File: src/rtl/operand_uart_framer.sv
// operand_uart_framer
// Two captured operands feed a small ALU (add, sub, mul, xor). On request the
// RES_W-bit result is snapshotted and shipped LSB byte first over a UART line
// (start bit 0, 8 data bits LSB first, stop bit 1).
// Optional build macro UART_PARITY_EN inserts an even-parity bit after the
// data bits of every byte.
module operand_uart_framer #(
   parameter int DATA_W       = 8,
   parameter int CLKS_PER_BIT = 16
) (
   input  logic              clk,
   input  logic              reset,
   input  logic              save_a,
   input  logic              save_b,
   input  logic [DATA_W-1:0] data_in,
   input  logic [1:0]        op,
   input  logic              tx_start,
   output logic [DATA_W-1:0] q_a,
   output logic [DATA_W-1:0] q_b,
   output logic              busy,
   output logic              done,
   output logic              txd
);

   localparam int RES_W  = 2 * DATA_W;
   localparam int NBYTES = (RES_W + 7) / 8;
   localparam int PAD_W  = NBYTES * 8;
   localparam int BAUD_W = (CLKS_PER_BIT > 1) ? $clog2(CLKS_PER_BIT) : 1;
   localparam int BYTE_W = (NBYTES > 1) ? $clog2(NBYTES) : 1;
   localparam logic [BAUD_W-1:0] BAUD_LAST = BAUD_W'(CLKS_PER_BIT - 1);
   localparam logic [BYTE_W-1:0] BYTE_LAST = BYTE_W'(NBYTES - 1);

`ifdef UART_PARITY_EN
   typedef enum logic [2:0] {IDLE, START, DATA, PARITY, STOP} state_t;
`else
   typedef enum logic [2:0] {IDLE, START, DATA, STOP} state_t;
`endif

   state_t              state_reg;
   logic [BAUD_W-1:0]   baud_cnt_reg;
   logic [2:0]          bit_cnt_reg;
   logic [BYTE_W-1:0]   byte_cnt_reg;
   // Result snapshot; shifts right one bit per data bit so the current bit is
   // always at index 0 and the next byte lands in the low bits by itself.
   logic [PAD_W-1:0]    shift_reg;
`ifdef UART_PARITY_EN
   logic                parity_reg;
`endif

   logic [RES_W-1:0]    a_ext;
   logic [RES_W-1:0]    b_ext;
   logic [RES_W-1:0]    result_next;
   logic                baud_end;
   logic                last_byte;
   logic                frame_end;
   logic                accept;

   assign a_ext     = RES_W'(q_a);
   assign b_ext     = RES_W'(q_b);
   assign baud_end  = (baud_cnt_reg == BAUD_LAST);
   assign last_byte = (byte_cnt_reg == BYTE_LAST);
   // Final stop bit of the final byte ends on this edge.
   assign frame_end = (state_reg == STOP) && baud_end && last_byte;
   // A request arriving exactly as the last stop bit ends is taken, so frames
   // can run back to back without an idle bit.
   assign accept    = tx_start && ((state_reg == IDLE) || frame_end);

   // Operand registers, captured independently and at any time.
   always_ff @(posedge clk or posedge reset) begin
      if (reset) begin
         q_a <= '0;
         q_b <= '0;
      end else begin
         if (save_a) q_a <= data_in;
         if (save_b) q_b <= data_in;
      end
   end

   // ALU on the current (pre-edge) operand registers.
   always_comb begin
      result_next = '0;
      case (op)
         2'b00:   result_next = a_ext + b_ext;
         2'b01:   result_next = a_ext - b_ext;
         2'b10:   result_next = a_ext * b_ext;
         default: result_next = a_ext ^ b_ext;
      endcase
   end

   // Transmit FSM with baud/bit/byte counters and registered line outputs.
   always_ff @(posedge clk or posedge reset) begin
      if (reset) begin
         state_reg    <= IDLE;
         baud_cnt_reg <= '0;
         bit_cnt_reg  <= '0;
         byte_cnt_reg <= '0;
         shift_reg    <= '0;
`ifdef UART_PARITY_EN
         parity_reg   <= 1'b0;
`endif
         busy         <= 1'b0;
         done         <= 1'b0;
         txd          <= 1'b1;
      end else begin
         done <= frame_end;
         if (state_reg != IDLE)
            baud_cnt_reg <= baud_end ? '0 : baud_cnt_reg + 1'b1;

         if (accept) begin
            state_reg    <= START;
            baud_cnt_reg <= '0;
            bit_cnt_reg  <= '0;
            byte_cnt_reg <= '0;
            shift_reg    <= PAD_W'(result_next);
`ifdef UART_PARITY_EN
            parity_reg   <= 1'b0;
`endif
            busy         <= 1'b1;
            txd          <= 1'b0;
         end else begin
            case (state_reg)
               START: begin
                  if (baud_end) begin
                     state_reg <= DATA;
                     txd       <= shift_reg[0];
                  end
               end
               DATA: begin
                  if (baud_end) begin
                     shift_reg   <= shift_reg >> 1;
                     bit_cnt_reg <= bit_cnt_reg + 3'd1;
`ifdef UART_PARITY_EN
                     parity_reg  <= parity_reg ^ shift_reg[0];
`endif
                     if (bit_cnt_reg == 3'd7) begin
`ifdef UART_PARITY_EN
                        state_reg <= PARITY;
                        txd       <= parity_reg ^ shift_reg[0];
`else
                        state_reg <= STOP;
                        txd       <= 1'b1;
`endif
                     end else begin
                        txd <= shift_reg[1];
                     end
                  end
               end
`ifdef UART_PARITY_EN
               PARITY: begin
                  if (baud_end) begin
                     state_reg <= STOP;
                     txd       <= 1'b1;
                  end
               end
`endif
               STOP: begin
                  if (baud_end) begin
                     if (last_byte) begin
                        state_reg <= IDLE;
                        busy      <= 1'b0;
                     end else begin
                        state_reg    <= START;
                        byte_cnt_reg <= byte_cnt_reg + 1'b1;
`ifdef UART_PARITY_EN
                        parity_reg   <= 1'b0;
`endif
                        txd          <= 1'b0;
                     end
                  end
               end
               default: ;
            endcase
         end
      end
   end

endmodule

File: config.mk
export PLATFORM = sky130hd
export DESIGN_NAME = operand_uart_framer
export DESIGN_NICKNAME = d
export VERILOG_FILES = /design/src/rtl/operand_uart_framer.sv
export SDC_FILE = /design/constraint.sdc
export NUM_CORES = 1
export LEC_CHECK = 0
export ABC_CLOCK_PERIOD_IN_PS = 5320
export CORE_MARGIN = 4
export CORE_UTILIZATION = 40
export DETAILED_ROUTE_END_ITERATION = 8
export PLACE_DENSITY = 0.56
export SETUP_SLACK_MARGIN = 0.1
export SYNTH_ARGS = -nofsm -noshare
export SYNTH_HDL_FRONTEND = slang
export SYNTH_SLANG_ARGS = --single-unit
File: constraint.sdc
create_clock -name clk -period 5.32 [get_ports clk]
set_input_delay 0.532 -clock clk [delete_from_list [all_inputs] [get_ports clk]]
set_output_delay 0.532 -clock clk [all_outputs]
set_load 0.05 [all_outputs]
# Word level (Yosys, flattened, before mapping)
# Index checks and enable logic that the tools add are counted.
[totals]
ff_bits = 46
input_bits = 15
[classes]
add_sub_neg = 5
multipliers = 1
eq_ne = 12
muxes = 32
bitwise_logic = 1
reduce_logical = 18
[ops]
columns = ["op", "count"]
rows = [
  ["$mux W16", 3],
  ["$pmux W16 S3", 1],
  ["$mux W3", 8],
  ["$mul A8 B8 Y16", 1],
  ["$mux W1", 15],
  ["$ne A3 B3 Y1 const B", 5],
  ["$mux W4", 3],
  ["$reduce_and A5 Y1", 2],
  ["$reduce_bool A2 Y1", 5],
  ["$add A8 B8 Y9", 1],
  ["$pmux W3 S3", 1],
  ["$sub A8 B8 Y9", 1],
  ["$xor A8 B8 Y8", 1],
  ["$eq A3 B2 Y1 const B", 2],
  ["$add A4 B1 Y4 const B", 1],
  ["$eq A4 B4 Y1 const B", 1],
  ["$reduce_and A2 Y1", 2],
  ["$reduce_bool A4 Y1", 1],
  ["$add A3 B1 Y3 const B", 1],
  ["$eq A3 B1 Y1 const B", 1],
  ["$eq A3 B3 Y1 const B", 1],
  ["$logic_and A1 B1 Y1", 3],
  ["$logic_not A3 Y1", 1],
  ["$pmux W1 S3", 1],
  ["7 further kinds", 7],
]

# Longest topological paths before layout
[depth]
word_depth = 7
ltp_mapped = 17

# Least setup slack after synthesis
# No wires, ideal clock.
[synth_timing]
path_kind = "register to register"
from = "register q_a[1]"
to = "register shift_reg[12]"
arrival_time_ps = 4548
required_time_ps = 5234
slack_ps = 686
path_stages_with_launch = 16
path_buffers = 0
cell_sequence = "dfrtp_1 nand2_1 fa_1 fa_1 inv_1 fa_1 inv_1 fa_1 inv_1 ha_1 a21oi_1 o211ai_1 a221oi_1 xnor2_1 nand2_1 a32oi_1"
[synth_between]
elab_chain_len = 3
elab_cells_between_ends = 4
classes_between = "add/sub: 1; mul: 1; mux: 2"
[synth_rtl]
columns = ["item", "line_no", "text"]
rows = [
  ["start, declared", "18", "output logic [DATA_W-1:0] q_a,"],
  ["start signal, assigned", "74", "if (save_a) q_a <= data_in;"],
  ["$mul A8 B8 Y16 / $sub A8 B8 Y9 (equally long branches)", "85, 84", ""],
  ["$pmux W16 S3 (*)", "82", "case (op)"],
  ["$mux W16 (*)", "109", "if (accept) begin"],
  ["end signal, assigned", "114", "shift_reg <= PAD_W'(result_next);"],
  ["end signal, assigned", "130", "shift_reg <= shift_reg >> 1;"],
  ["end, declared", "45", "logic [PAD_W-1:0] shift_reg;"],
]
# Every way passes the cells marked *; elsewhere a longest branch is shown, timed or not.
# A chain may end at the register's enable or synchronous reset.

# Final worst setup path
[layout_timing]
from = "register q_a[1]"
to = "register shift_reg[14]"
# Same word-level chain as after synthesis.

==> results.txt <==
The flow ran to the end, and the final reports show no timing, DRC or antenna violations. The kind of start point of the critical path is a flip-flop. Entering global routing, the biggest net connects 46 pins. The warning count from the yosys run came out at 0. For the data arrival time of the worst path, the log shows 4.86 ns. The number of flip-flops and latches in the synthesized netlist came out at 45. The simple-gate portion of the synthesized area works out to 0.177. The die covers 14,300 µm².

Core area: 12,100 µm². TritonCTS built the clock tree. Data required time of the worst path: 5.51 ns. The tools report the number of buffers created by CTS as 5.

The run gives 0.412 as the starting density of the core. After clock tree synthesis, the clock-pin slew on the worst setup and hold paths is 0.07 ns. The power per cell area is 415 nW/µm², and the number of antenna violations at the first check in global routing is 0. After detailed routing, the wire length on met1 is 5.66 mm. The clock passes through at most 2 buffers. The detailed router placed 3,967 vias in this run. Relative slew slack: 0.340.

Number of global-route vias before repair: 4,178. In the layout the commonest cells are sky130_fd_sc_hd__inv_1, sky130_fd_sc_hd__nand2_1, sky130_fd_sc_hd__ha_1, sky130_fd_sc_hd__dfrtp_1, sky130_fd_sc_hd__and2_1. Mean number of vias per cell: 5.25.

The detail-routed net length per standard cell came out at 15.8 µm. In this run the remaining antenna-violating nets after routing total 0. In this run the worst path has a maximum fanout of 13.

The share of the clock period used by the worst path is 0.877, and the growth of design area from synthesis to finish is 12.6%. The xor and xnor area share after synthesis was 0.0299. The fraction of the mapped netlist area in compound gates is 0.162, and the number of flip-flops in the largest register is 16.

The total overflow left after global routing is 0. The number of buffers added on ports came out at 33. Total cell area at the placement stage: 5440 µm².

The share of cell area taken by muxes after synthesis was 0.0286. The average footprint of a synthesized cell is 8.85 µm², and the wire length of the first global-routing pass is 20.7 mm. The routed length on met2 is 5.74 mm, and the final clock skew is 0.00384 ns.

The most used flip-flop cell after synthesis is sky130_fd_sc_hd__dfrtp_1. The logs give 0 for the max-slew violation count and 460 µm for the met3 wirelength from detailed routing. The worst path needs 4.66 ns of the cycle, external delays included.

The die is 120 µm wide. The cts-stage hold buffer count is 0. The area share of fa/ha/maj cells after synthesis was 0.303. The final number of hold-violating endpoints is 0. The maximum clock frequency was 0.214 GHz. Summed over all cells, the static leakage comes to 0.00266 µW. The fraction of layout instances using a drive strength above 1 works out to 0.0460. The top-area cell type share of the netlist area is 0.221, and the post-synthesis async set-or-reset flop share is 1.00. The final layout contains routed wiring with a total length of 11.9 mm. When the netlist entered floorplanning its net count stood at 676. The path class of the tightest hold or removal check is reg2reg. The proportion of synthesized chip area in sequential cells came out at 0.226. The tools report the post-route standard cell area excluding fillers as 5610 µm².

After synthesis, the largest family of logic cells by area is adder cells. The count of unique library cells instantiated by Yosys came out at 62. Of all cell types, the one taking the most synthesized area is sky130_fd_sc_hd__dfrtp_1. After technology mapping, the gate count stands at 563. The total number of nets in the final design was 699; the combined area of all synthesized cells was 4980 µm². The peak supply drop is 166 µV. Before antenna repair, the detailed router went through 4 iterations. Setup repair after global routing left no endpoint under its margin. Number of endpoints failing setup at the final stage: 0. For the placer's final routability congestion estimate, the log shows 0.827. In the post-synthesis netlist, the biggest area contributors are sky130_fd_sc_hd__dfrtp_1, sky130_fd_sc_hd__fa_1, sky130_fd_sc_hd__ha_1. The clock tree synthesis step divided the H-tree into 2 levels. For this run, design rule violations remaining after detail routing come to 0. For the post-cts resize count, the log shows 0. The library cell used most frequently in the layout, excluding fill and tap cells, is sky130_fd_sc_hd__inv_1.

For the post-CTS repair timing setup buffer count, the log shows 0. The tools report the final cell utilization of the core as 0.463. Clock tree synthesis selected as its root buffer the cell sky130_fd_sc_hd__clkbuf_16.

The clock sink total is 45, and the clock insertion delay at the later pin of the skew report is 0.29 ns. 34 I/O pins were placed. After the first detailed-routing iteration, the DRC count stood at 169.

For the overall fraction of global-route tracks in use, the log shows 0.176. Counting flops with a built-in enable in the synthesized netlist gives 0. By startpoint and endpoint, the worst setup path is classified as reg2reg. The pin slew with the least headroom to its limit was 0.989 ns; the count of inserted antenna diode cells was 0. The max-capacitance violation count came out at 0. After routing, the total negative slack on setup checks comes to 0 ns. After the flow finishes, the layout carries non-filler instances totaling 755. The total number of placement rows was 40. The number of instances in the placed design is 747.

The die is 120 µm tall. Hold timing on the final database bottoms out at a slack of 0.508 ns. For the detailed-placement wirelength estimate, the log shows 9.31 mm.

After detailed routing, no signal wire sits above met4. STA classifies the critical path endpoint as a flip-flop.
[synth_stat cells, types with 8 or more instances]
cell type	n
sky130_fd_sc_hd__clkbuf_1	9
sky130_fd_sc_hd__inv_1	71
sky130_fd_sc_hd__a31oi_1	8
sky130_fd_sc_hd__xnor2_1	10
sky130_fd_sc_hd__a21o_1	8
sky130_fd_sc_hd__dfrtp_1	44
sky130_fd_sc_hd__a21oi_1	27
sky130_fd_sc_hd__o21ai_0	27
sky130_fd_sc_hd__buf_2	8
sky130_fd_sc_hd__nor2_1	33
sky130_fd_sc_hd__and3_1	9
sky130_fd_sc_hd__mux2_2	8
sky130_fd_sc_hd__ha_1	60
sky130_fd_sc_hd__and2_1	40
sky130_fd_sc_hd__nand2_1	68
sky130_fd_sc_hd__fa_1	38
[through the flow]
stage	setup slack (ns)	total power [µW]
floorplan	0.686	1650
global placement	0.777	1940
detailed placement	0.634	1960
CTS	0.613	2340
global route	0.276	2590
finish	0.656	2330
[report_power, final]
part | internal (µW) | switching (µW) | total [µW]
logic | 604 | 805 | 1410
registers | 454 | 98.0 | 552
clock network | 223 | 142 | 365
total | 1280 | 1040 | 2330
[worst paths after layout]
kind	startpoint	depth (start not counted)	to	slack [ns]
max reg2reg	q_a[1]	15	shift_reg[14]	0.66
min in group asynchronous	reset	2	baud_cnt_reg[3]	0.79
max	q_a[1]	15	shift_reg[14]	0.66
min	baud_cnt_reg[3]	2	baud_cnt_reg[3]	0.51
min reg2reg	baud_cnt_reg[3]	2	baud_cnt_reg[3]	0.51
max in group asynchronous	reset	2	q_a[7]	3.92
[per-layer routing]
metal  vias up  GRT usage
li1       1945          -
met1      1928      0.235
met2        85      0.307
met3         9     0.0297
met4         0     0.0265
met5         -          0
[cells by family after synthesis]
logic type / after synthesis
AO/OA/AOI/OAI: 119
XOR/XNOR: 17
buffers and inverters: 91
AND/OR/NAND/NOR: 181
flip-flops: 45
multiplexers: 12
adder cells (fa/ha/maj): 98
[worst max-delay path, cell delays in order, from the launching register on]
cell and delay, ns:
sky130_fd_sc_hd__dfrtp_1 0.65, sky130_fd_sc_hd__nand2_1 0.15, sky130_fd_sc_hd__fa_1 0.50, sky130_fd_sc_hd__fa_1 0.55, sky130_fd_sc_hd__inv_1 0.05, sky130_fd_sc_hd__fa_1 0.52
sky130_fd_sc_hd__inv_1 0.05, sky130_fd_sc_hd__fa_1 0.53, sky130_fd_sc_hd__inv_1 0.04, sky130_fd_sc_hd__ha_1 0.35, sky130_fd_sc_hd__a21oi_1 0.23, sky130_fd_sc_hd__o211ai_1 0.21
sky130_fd_sc_hd__a41oi_1 0.29, sky130_fd_sc_hd__a21oi_1 0.11, sky130_fd_sc_hd__xnor2_1 0.13, sky130_fd_sc_hd__o32ai_1 0.21
[area by class of cell]
| class | count | area [µm²] |
|---|---|---|
| clock buffer | 6 | 129 |
| tap | 168 | 210 |
| inverter | 72 | 270 |
| fill | 1230 | 6500 |
| sequential | 45 | 1130 |
| clock inverter | 2 | 38.8 |
| multi-input combinational | 427 | 3490 |
| timing repair buffer | 35 | 345 |
(Power assumes the default switching activity.)
